`src/rtl/regfile_wr_scheduler.sv`:
```
// ---------------------------------------------------------------------------
// regfile_wr_scheduler
//   Owns the single write port of the register file. Two writeback requesters
//   are arbitrated round-robin over valid/ready. A bulk-clear sequence
//   zeroes every register, one per cycle.
//
//   Optional build macro: ZERO_REG_PROTECT_EN
//     defined     : a transfer to address 0 still handshakes and moves the
//                   priority, but no write is issued (r0 stays zero). The
//                   clear sequence still writes register 0.
//     not defined : address 0 is written like any other address.
//
// Ports
//   clock                  clock, all state updates on posedge
//   reset                  synchronous, active-high
//   req0_valid/addr/data   requester 0 write request
//   req0_ready             requester 0 accepted this cycle (combinational)
//   req1_valid/addr/data   requester 1 write request
//   req1_ready             requester 1 accepted this cycle (combinational)
//   clr_start              start bulk clear (sampled in IDLE only)
//   clr_busy               high while the clear sequence runs
//   clr_done               one-cycle pulse alongside the final clear write
//   write/wrReg/wrData     registered register file write port
// ---------------------------------------------------------------------------
module regfile_wr_scheduler #(
   parameter int unsigned DATA_W   = 32,
   parameter int unsigned ADDR_W   = 5,
   parameter int unsigned NUM_REGS = 32
) (
   input  logic              clock,
   input  logic              reset,
   input  logic              req0_valid,
   input  logic [ADDR_W-1:0] req0_addr,
   input  logic [DATA_W-1:0] req0_data,
   output logic              req0_ready,
   input  logic              req1_valid,
   input  logic [ADDR_W-1:0] req1_addr,
   input  logic [DATA_W-1:0] req1_data,
   output logic              req1_ready,
   input  logic              clr_start,
   output logic              clr_busy,
   output logic              clr_done,
   output logic              write,
   output logic [ADDR_W-1:0] wrReg,
   output logic [DATA_W-1:0] wrData
);

   typedef enum logic {IDLE, CLEAR} state_t;

   localparam logic [ADDR_W-1:0] LAST_REG = ADDR_W'(NUM_REGS - 1);

   state_t            r_state, w_state_next;
   logic              r_prio, w_prio_next;
   logic [ADDR_W-1:0] r_cnt, w_cnt_next;
   logic              r_write, w_write_next;
   logic [ADDR_W-1:0] r_wrReg, w_wrReg_next;
   logic [DATA_W-1:0] r_wrData, w_wrData_next;
   logic              r_clr_done, w_clr_done_next;

   logic              w_grant0, w_grant1;
   logic              w_accept_ok;
   logic              w_xfer0, w_xfer1;

   // Requester N wins when it is the only one valid, or both are valid and
   // the priority pointer favours it.
   assign w_grant0    = req0_valid & (~req1_valid | ~r_prio);
   assign w_grant1    = req1_valid & ( ~req0_valid | r_prio);
   assign w_accept_ok = (r_state == IDLE) & ~clr_start & ~reset;

   assign req0_ready  = w_accept_ok & w_grant0;
   assign req1_ready  = w_accept_ok & w_grant1;
   assign w_xfer0     = req0_valid & req0_ready;
   assign w_xfer1     = req1_valid & req1_ready;

   always_comb begin
      w_state_next    = r_state;
      w_prio_next     = r_prio;
      w_cnt_next      = r_cnt;
      w_write_next    = 1'b0;
      w_wrReg_next    = r_wrReg;
      w_wrData_next   = r_wrData;
      w_clr_done_next = 1'b0;

      case (r_state)
         IDLE: begin
            if (clr_start) begin
               w_state_next = CLEAR;
               w_cnt_next   = '0;
            end else if (w_xfer0) begin
`ifdef ZERO_REG_PROTECT_EN
               w_write_next  = (req0_addr != '0);
`else
               w_write_next  = 1'b1;
`endif
               w_wrReg_next  = req0_addr;
               w_wrData_next = req0_data;
               w_prio_next   = 1'b1;
            end else if (w_xfer1) begin
`ifdef ZERO_REG_PROTECT_EN
               w_write_next  = (req1_addr != '0);
`else
               w_write_next  = 1'b1;
`endif
               w_wrReg_next  = req1_addr;
               w_wrData_next = req1_data;
               w_prio_next   = 1'b0;
            end
         end
         CLEAR: begin
            w_write_next  = 1'b1;
            w_wrReg_next  = r_cnt;
            w_wrData_next = '0;
            w_cnt_next    = r_cnt + ADDR_W'(1);
            if (r_cnt == LAST_REG) begin
               w_clr_done_next = 1'b1;
               w_state_next    = IDLE;
            end
         end
         default: w_state_next = IDLE;
      endcase
   end

   always_ff @(posedge clock) begin
      if (reset) begin
         r_state    <= IDLE;
         r_prio     <= 1'b0;
         r_cnt      <= '0;
         r_write    <= 1'b0;
         r_wrReg    <= '0;
         r_wrData   <= '0;
         r_clr_done <= 1'b0;
      end else begin
         r_state    <= w_state_next;
         r_prio     <= w_prio_next;
         r_cnt      <= w_cnt_next;
         r_write    <= w_write_next;
         r_wrReg    <= w_wrReg_next;
         r_wrData   <= w_wrData_next;
         r_clr_done <= w_clr_done_next;
      end
   end

   assign clr_busy = (r_state == CLEAR);
   assign clr_done = r_clr_done;
   assign write    = r_write;
   assign wrReg    = r_wrReg;
   assign wrData   = r_wrData;

endmodule

```
`config.mk`:
```
export PLATFORM = sky130hd
export DESIGN_NAME = regfile_wr_scheduler
export DESIGN_NICKNAME = d
export VERILOG_FILES = /design/src/rtl/regfile_wr_scheduler.sv
export SDC_FILE = /design/constraint.sdc
export NUM_CORES = 1
export LEC_CHECK = 0
export BUFFER_PORTS_ARGS = -buffer_cell sky130_fd_sc_hd__buf_2
export CAP_MARGIN = 30
export CORE_UTILIZATION = 45
export CTS_CLUSTER_SIZE = 40
export DETAILED_ROUTE_END_ITERATION = 12
export PLACE_DENSITY = 0.8
export RECOVER_POWER = 25
export SYNTH_ARGS = -nofsm -noshare
export SYNTH_HDL_FRONTEND = slang
export SYNTH_SLANG_ARGS = --single-unit
export TNS_END_PERCENT = 10
```
`constraint.sdc`:
```
create_clock -name clock -period 1.8 [get_ports clock]
set_input_delay 0.27 -clock clock [delete_from_list [all_inputs] [get_ports clock]]
set_output_delay 0.27 -clock clock [all_outputs]
set_load 0.02 [all_outputs]
```
After elaboration in Yosys (flattened, before gate mapping):

Cells that the tools add are included.

* bits in latches: 0
* memories: 0
* RAM bits: 0
* bits in read-only memories: 0
* word-level logic and storage cells: 52
* register bits: 46
* input port bits: 79

* magnitude comparators: 0
* shift-type cells: 0
* equal/unequal tests: 4
* $add $sub $neg: 1
* multiplexer cells: 20
* divide/modulo/power cells: 0
* multipliers: 0
* bitwise operators: 16
* reductions and logical operators: 4

Operators with widths (number)
* 2-to-1 mux 32 bit: 3
* one-hot mux 32 bit (2 select lines): 1
* 2-to-1 mux 5 bit: 4
* one-hot mux 5 bit (2 select lines): 2
* AND 1 bit: 8
* 2-to-1 mux 1 bit: 8
* NOT 1 bit: 6
* adder 5 x 1 -> 5 bit (second input constant): 1
* equality test 5 bit (second input constant): 1
* inequality test 2 bit (second input constant): 2
* one-hot mux 1 bit (2 select lines): 2
* inequality test 3 bit (second input constant): 1
* AND reduction 3 bit: 1
* bitwise OR 1 bit: 2
* AND reduction 2 bit: 1
* nonzero test 2 bit: 1
* OR reduction 2 bit: 1

Longest topological paths before layout:

Gate-level depths: netlist of the first run.

* word-level depth: 9
* gate-level depth with buffers: 6
* depth with buffers taken out: 5

Worst setup path after synthesis of the first run:

No wires, ideal clock.

* path kind: flip-flop to output port
* start point: register r_state, in the netlist clr_busy
* end point: output port req0_ready
* cell stages (with the launch flop): 4
* setup slack: 0.279 ns
* arrival: 1.251 ns
* cells stage by stage: dfxtp_1 -> or3_4 -> buf_6 -> nor2_1

* word-level cells in the longest chain between the ends: 4

RTL lines
* from (decl): line 52 `state_t r_state, w_state_next;`
* from (signal assigned): line 133 `r_state <= w_state_next;`
* NOT 1 bit (no source line)
* AND 1 bit (2 in a row): line 68 `assign w_accept_ok = (r_state == IDLE) & ~clr_start & ~reset;`
* AND 1 bit: line 70 `assign req0_ready = w_accept_ok & w_grant0;`
* to (decl): line 35 `output logic req0_ready,`

No other way between the ends.

Worst setup path in the final report of the first run:

* start point: register r_state, in the netlist clr_busy
* end point: output port req1_ready

* word-level cells in the longest chain between the ends: 4

RTL lines
* NOT 1 bit (no source line)
* AND 1 bit (2 in a row): line 68
* AND 1 bit: line 71 `assign req1_ready = w_accept_ok & w_grant1;`
* to (decl): line 39 `output logic req1_ready,`

No other way between the ends.

==> reports/metrics.cfg, run 1 <==
[status]
outcome=completed

[timing]
clock.fmax_mhz=583
setup_violations=0
hold_viol_final=0
skew_ns=0.00551
finalSetupTns_ns=0
max_slew.worst_pin.slew_ns=0.509
post-route-period-util_pct=95.3
hold_ws_ns=0.206
grt_setup_unrepaired=false
slew_headroom_pct=66.0
min_period_ns=1.72
finalMaxSlewViolations=0

[yosys]
ys.flop_type=dfxtp_1
netlist_area_sq_mm=0.00230
synth_top_area_share_pct=40.0
synth_mux_area_share_pct=0
async_flop_share_pct=0
synth_seq_cells=46
synth_top_family_by_area=compound AO/OA/AOI/OAI gates
synth_xor_area_share_pct=0
yosysUniqueCellTypes=37
ys_warn_count=0
synth_area_leaders=dfxtp_1, o211ai_1, a31oi_1
synth.yosys.seq_area_share_pct=40.0
synth-adder-area-share_pct=1.63
synth_top_area_cell=dfxtp_1
syn_nets=350
synthSimpleGateAreaFrac_pct=14.6
syn-mean-instance-area_sq_um=8.60
synth_edf_count=0
synth_compound_area_share_pct=35.8
synthCells=268

[route]
firstDrtPassIters=5
drt_drc_violations_left=0
ant_nets=0
vias=2665
wl_per_cell_um=15.8
drt_iter0_drc=187
vias_per_cell=5.95
wl_um=7080

[worst_setup_path]
reg2reg_setup_slack_ns=0.24
required_ns=1.53
startpoint=clr_busy
critPathKind=reg2out
endpoint_kind=output pin
cp-start-kind=register
critPathArrivalTime_ns=1.45
cp_max_fo=5
reg2reg_to=wrReg[1]
r2r_cells=5
worstReg2RegStart=clr_busy

[clock_tree]
cts.root.buffer_cell=clkbuf_8
cts.reportedPaths.clkPinSlew_ns=0.08
insertion_delay_ns=0.30
cts_tree=built
clock-sinks=46
h-tree-depth=2
clk_path_buf_depth=2
cts_buffers=5

[hold_path]
min_path_type=in2reg
min_path_cells=3
whs_endpoint=wrReg[4]
hp-start=req0_addr[4]

[finish]
nNetsFinal=462
syn_to_final_growth_pct=32.6
fin_util_pct=63.4
fill_cells=469
seq_area_sq_um=921
diodes=0
final_area_sq_mm=0.00306
drive_above_1_share_pct=33.6
multi_input_area_sq_mm=0.00121

[placement]
postPlaceCellArea_sq_mm=0.00297
gp_congestion=0.778
dp_hpwl_um=4740
io_buffers=120

[floorplanning]
die_area_sq_mm=0.00541
die_w_um=73.6
rows=25
die_h_um=73.6
initial_core_util_pct=47.8
core_area_sq_mm=0.00482
io_pins=121

[power]
power_density_mw_per_mm2=754
swShare_pct=30.7
p_int_mw=1.60
leakagePower_nw=1.24
ir_worst_vdd_mv=0.531
p_clk_share_pct=28.3
p_seq_share_pct=48.6
p_sw_uw=707
p_comb_share_pct=23.1

[global_route]
grt_first_pass_wirelength_um=10800
track_usage_pct=25.7
overflow=0
antenna_found_initial=0
grt_max_degree=38
grt_pass1_vias=2404

[run]
cap_violations=0

[worst max path at each step]
stage          depth (start not counted)         end  slack [ns]
5_1_grt                                3  req1_ready        0.02
2_1_floorplan                          3  req0_ready        0.28
4_1_cts                                3  req1_ready        0.02
6_report                               3  req1_ready        0.08
3_5_place_dp                           4  req1_ready        0.21
3_3_place_gp                           4  req1_ready        0.23
[per-stage QoR]
step	worst slack [ns]	cells	power, mW
after floorplan	0.279	268	1.45
after global placement	0.233	437	1.67
after detailed placement	0.214	437	1.67
after CTS	0.0169	445	2.31
after global routing	0.0206	448	2.41
final	0.0843	448	2.30
[power groups by stage]
stage	clock (mW)	combinational, mW	sequential [mW]
6_report	0.652	0.532	1.12
5_1_grt	0.699	0.581	1.13
4_1_cts	0.664	0.535	1.12
3_5_place_dp	0	0.533	1.14
3_3_place_gp	0	0.530	1.14
2_1_floorplan	0	0.240	1.21
[area by class of cell]
class                   instances  share of cell area (%)
repair buffers                135                    24.2
multi-input cells             188                    39.5
flip-flops and latches         46                    30.1
clock inverters                 1                   0.164
inverters                       4                   0.491
clock buffers                   7                    2.83
well taps                      67                    2.74
[cell usage in the layout, fill, tap and decap left out, drive strengths merged, types with 2 or more instances in the layout]
master	count
a21oi	6
ha	3
buf	113
o211ai	32
a211oi	2
nor3b	2
o21ai	36
or3	2
o311ai	2
inv	3
nor3	3
dfxtp	46
nor2b	2
a31oi	34
nand2b	2
clkinv	2
clkbuf	29
a32oi	3
nand3	41
o2111ai	3
nor2	5
[synthesized netlist by cell type (all sizes together) (3+ instances only)]
cell and instances:
a21oi 6, a31oi 34, a32oi 3, buf 23, clkbuf 8, dfxtp 46
ha 3, inv 3, nand3 41, nor2 5, nor3 3, o2111ai 3
o211ai 32, o21ai 36
[routing by layer]
| metal | up-vias | routed length, um | global-route usage (%) |
|---|---|---|---|
| li1 | 1265 | - | - |
| met1 | 1247 | 3140 | 33.0 |
| met2 | 148 | 3320 | 44.2 |
| met3 | 5 | 593 | 4.94 |
| met4 | 0 | 34 | 6.20 |
| met5 | - | 0 | 0 |
[sequential cells by signal, summed over array words and instances, names as in the netlist]
register and cells:
write 1, r_prio 1, clr_busy 1, r_cnt 5, wrData 32, clr_done 1
wrReg 5
[worst max-delay path: stages (launching register included)]
cell and delay [ns]:
dfxtp_1 0.34, or3_4 0.43, a211oi_4 0.19, buf_4 0.18
[what timing repair did]
action	4_1_cts	5_1_grt
hold buffers	0	0
gates resized for setup	0	1
endpoints found under the setup margin	0	1
setup buffers	0	2
[cell families after synthesis]
kind of cell | count (synthesis)
AO/OA/AOI/OAI | 124
adder cells (fa/ha/maj) | 3
buffers and inverters | 35
flip-flops | 46
AND/OR/NAND/NOR | 60
Power figures use the tool's default switching activity.
==> inputs of run 2 (changes only) <==
--- a/config.mk
+++ b/config.mk
@@ -10,7 +10,7 @@
 export CORE_UTILIZATION = 45
 export CTS_CLUSTER_SIZE = 40
 export DETAILED_ROUTE_END_ITERATION = 12
-export PLACE_DENSITY = 0.8
+export PLACE_DENSITY_LB_ADDON = 0.05
 export RECOVER_POWER = 25
 export SYNTH_ARGS = -nofsm -noshare
 export SYNTH_HDL_FRONTEND = slang
==> run 2 against run 1 <==
  * Via count shrank 0.23%
  * Critical path type unchanged
  * Maximum frequency down 1.2%
  * Core utilization is 0.68 points lower
  * Cell count up 0.45%
  * Clock-buffer cell count unchanged
  * Global-route usage increased by 0.088 points
  * Register-to-register slack worse by 0.05 ns
  * Highest routed layer unchanged
==> reports/metrics.cfg, run 2 (same netlist as run 1, synthesis figures left out) <==
[floorplanning]
rows=25
initial_core_util_pct=47.8
die_h_um=73.6
die_w_um=73.6
io_pins=121
core_area_sq_mm=0.00482
die_area_sq_mm=0.00541

[finish]
diodes=0
multi_input_area_sq_mm=0.00121
fill_cells=492
layout_commonest_cell=buf_2
syn_to_final_growth_pct=31.2
largest_reg_flops=32
nNetsFinal=465
seq_area_sq_um=921
drive_above_1_share_pct=33.7
layout_common_cells=buf_2, dfxtp_1, nand3_1
instances_no_fill=450

[route]
firstDrtPassIters=5
wl_per_cell_um=15.9
drt_drc_violations_left=0
vias=2659
drt_iter0_drc=222
ant_nets=0
vias_per_cell=5.91
wl_um=7160

[global_route]
overflow=0
antenna_found_initial=0
grt_pass1_vias=2345
track_usage_pct=25.8
grt_first_pass_wirelength_um=10900
grt_max_degree=24

[placement]
dp_hpwl_um=4790
io_buffers=120
dp.cells=441
gp_congestion=0.785

[clock_tree]
cts_resized=0
clk_path_buf_depth=2
cts.reportedPaths.clkPinSlew_ns=0.08
h-tree-depth=2
postCtsHoldBufs=0
insertion_delay_ns=0.29
cts.root.buffer_cell=clkbuf_8
cts_tree=built
clock-sinks=46
cts_buffers=5

[worst_setup_path]
cp-start-kind=register
cp_max_fo=5
endpoint_kind=output pin
critPathArrivalTime_ns=1.47
reg2reg_setup_slack_ns=0.19
critPathKind=reg2out
required_ns=1.53

[timing]
slew_headroom_pct=65.8
finalMaxSlewViolations=0
setup_violations=0
clock.fmax_mhz=576
hold_viol_final=0
post-route-period-util_pct=96.4
min_period_ns=1.74
max_slew.worst_pin.slew_ns=0.512
finalSetupTns_ns=0
grt_setup_unrepaired=false
skew_ns=0.00303

[power]
power_density_mw_per_mm2=742
total_power_mw=2.24
leakagePower_nw=1.24
ir_worst_vdd_mv=0.451

[status]
outcome=completed

[hold_path]
min_path_type=in2reg

[run]
cap_violations=0

==> run 2: cell types whose count changed in the layout (fill, tap and decap cells not counted), sizes merged <==
cell / change
buf: +3
clkinv: -1
==> run 2: critical path: stages, from the launching register on <==
cell	delay (ns)
dfxtp_1	0.35
or3_4	0.45
a211oi_4	0.18
buf_2	0.20
==> run 2: final timing paths <==
kind	startpoint	cells past startpoint	to
min	req0_addr[4]	3	wrReg[4]
max reg2reg	clr_busy	5	wrData[14]
max	clr_busy	3	req1_ready
min reg2reg	wrReg[3]	2	wrReg[3]
==> run 2: layout make-up <==
class / count / share of cell area (%)
Clock buffer: 7 / 2.52
Inverter: 4 / 0.497
Multi-Input combinational cell: 188 / 39.9
Sequential cell: 46 / 30.5
Tap cell: 67 / 2.77
Timing Repair Buffer: 138 / 23.8
==> run 2: metrics by stage <==
stage / worst slack (ns) / hold slack [ns] / cell area (sq um) / utilization (%)
2_1_floorplan: 0.279 / 0.416 / 2300 / -
3_3_place_gp: 0.261 / 0.497 / 2960 / 61.4
3_5_place_dp: 0.218 / 0.496 / 2960 / 61.4
4_1_cts: 0.0203 / 0.204 / 3040 / 63.0
5_1_grt: 0.0390 / 0.223 / 3020 / 62.8
6_report: 0.0643 / 0.212 / 3020 / 62.8
==> run 2: power by group <==
group | total [mW] | switching (mW) | internal (mW)
Combinational | 0.531 | 0.329 | 0.202
Clock | 0.594 | 0.326 | 0.268
Sequential | 1.12 | 0.0374 | 1.08
==> run 2: metal layers <==
metal / vias up / track usage (%) / routed length [um]
met5: - / 0 / 0
met4: 0 / 8.55 / 112
met3: 9 / 5.49 / 605
met2: 142 / 41.3 / 3370
met1: 1235 / 34.4 / 3070
li1: 1273 / - / -
==> run 2: timing repair <==
item / 4_1_cts / 5_1_grt
hold endpoints to repair: 0 / 0
setup endpoints to repair: 0 / 1
buffers inserted: 0 / 1
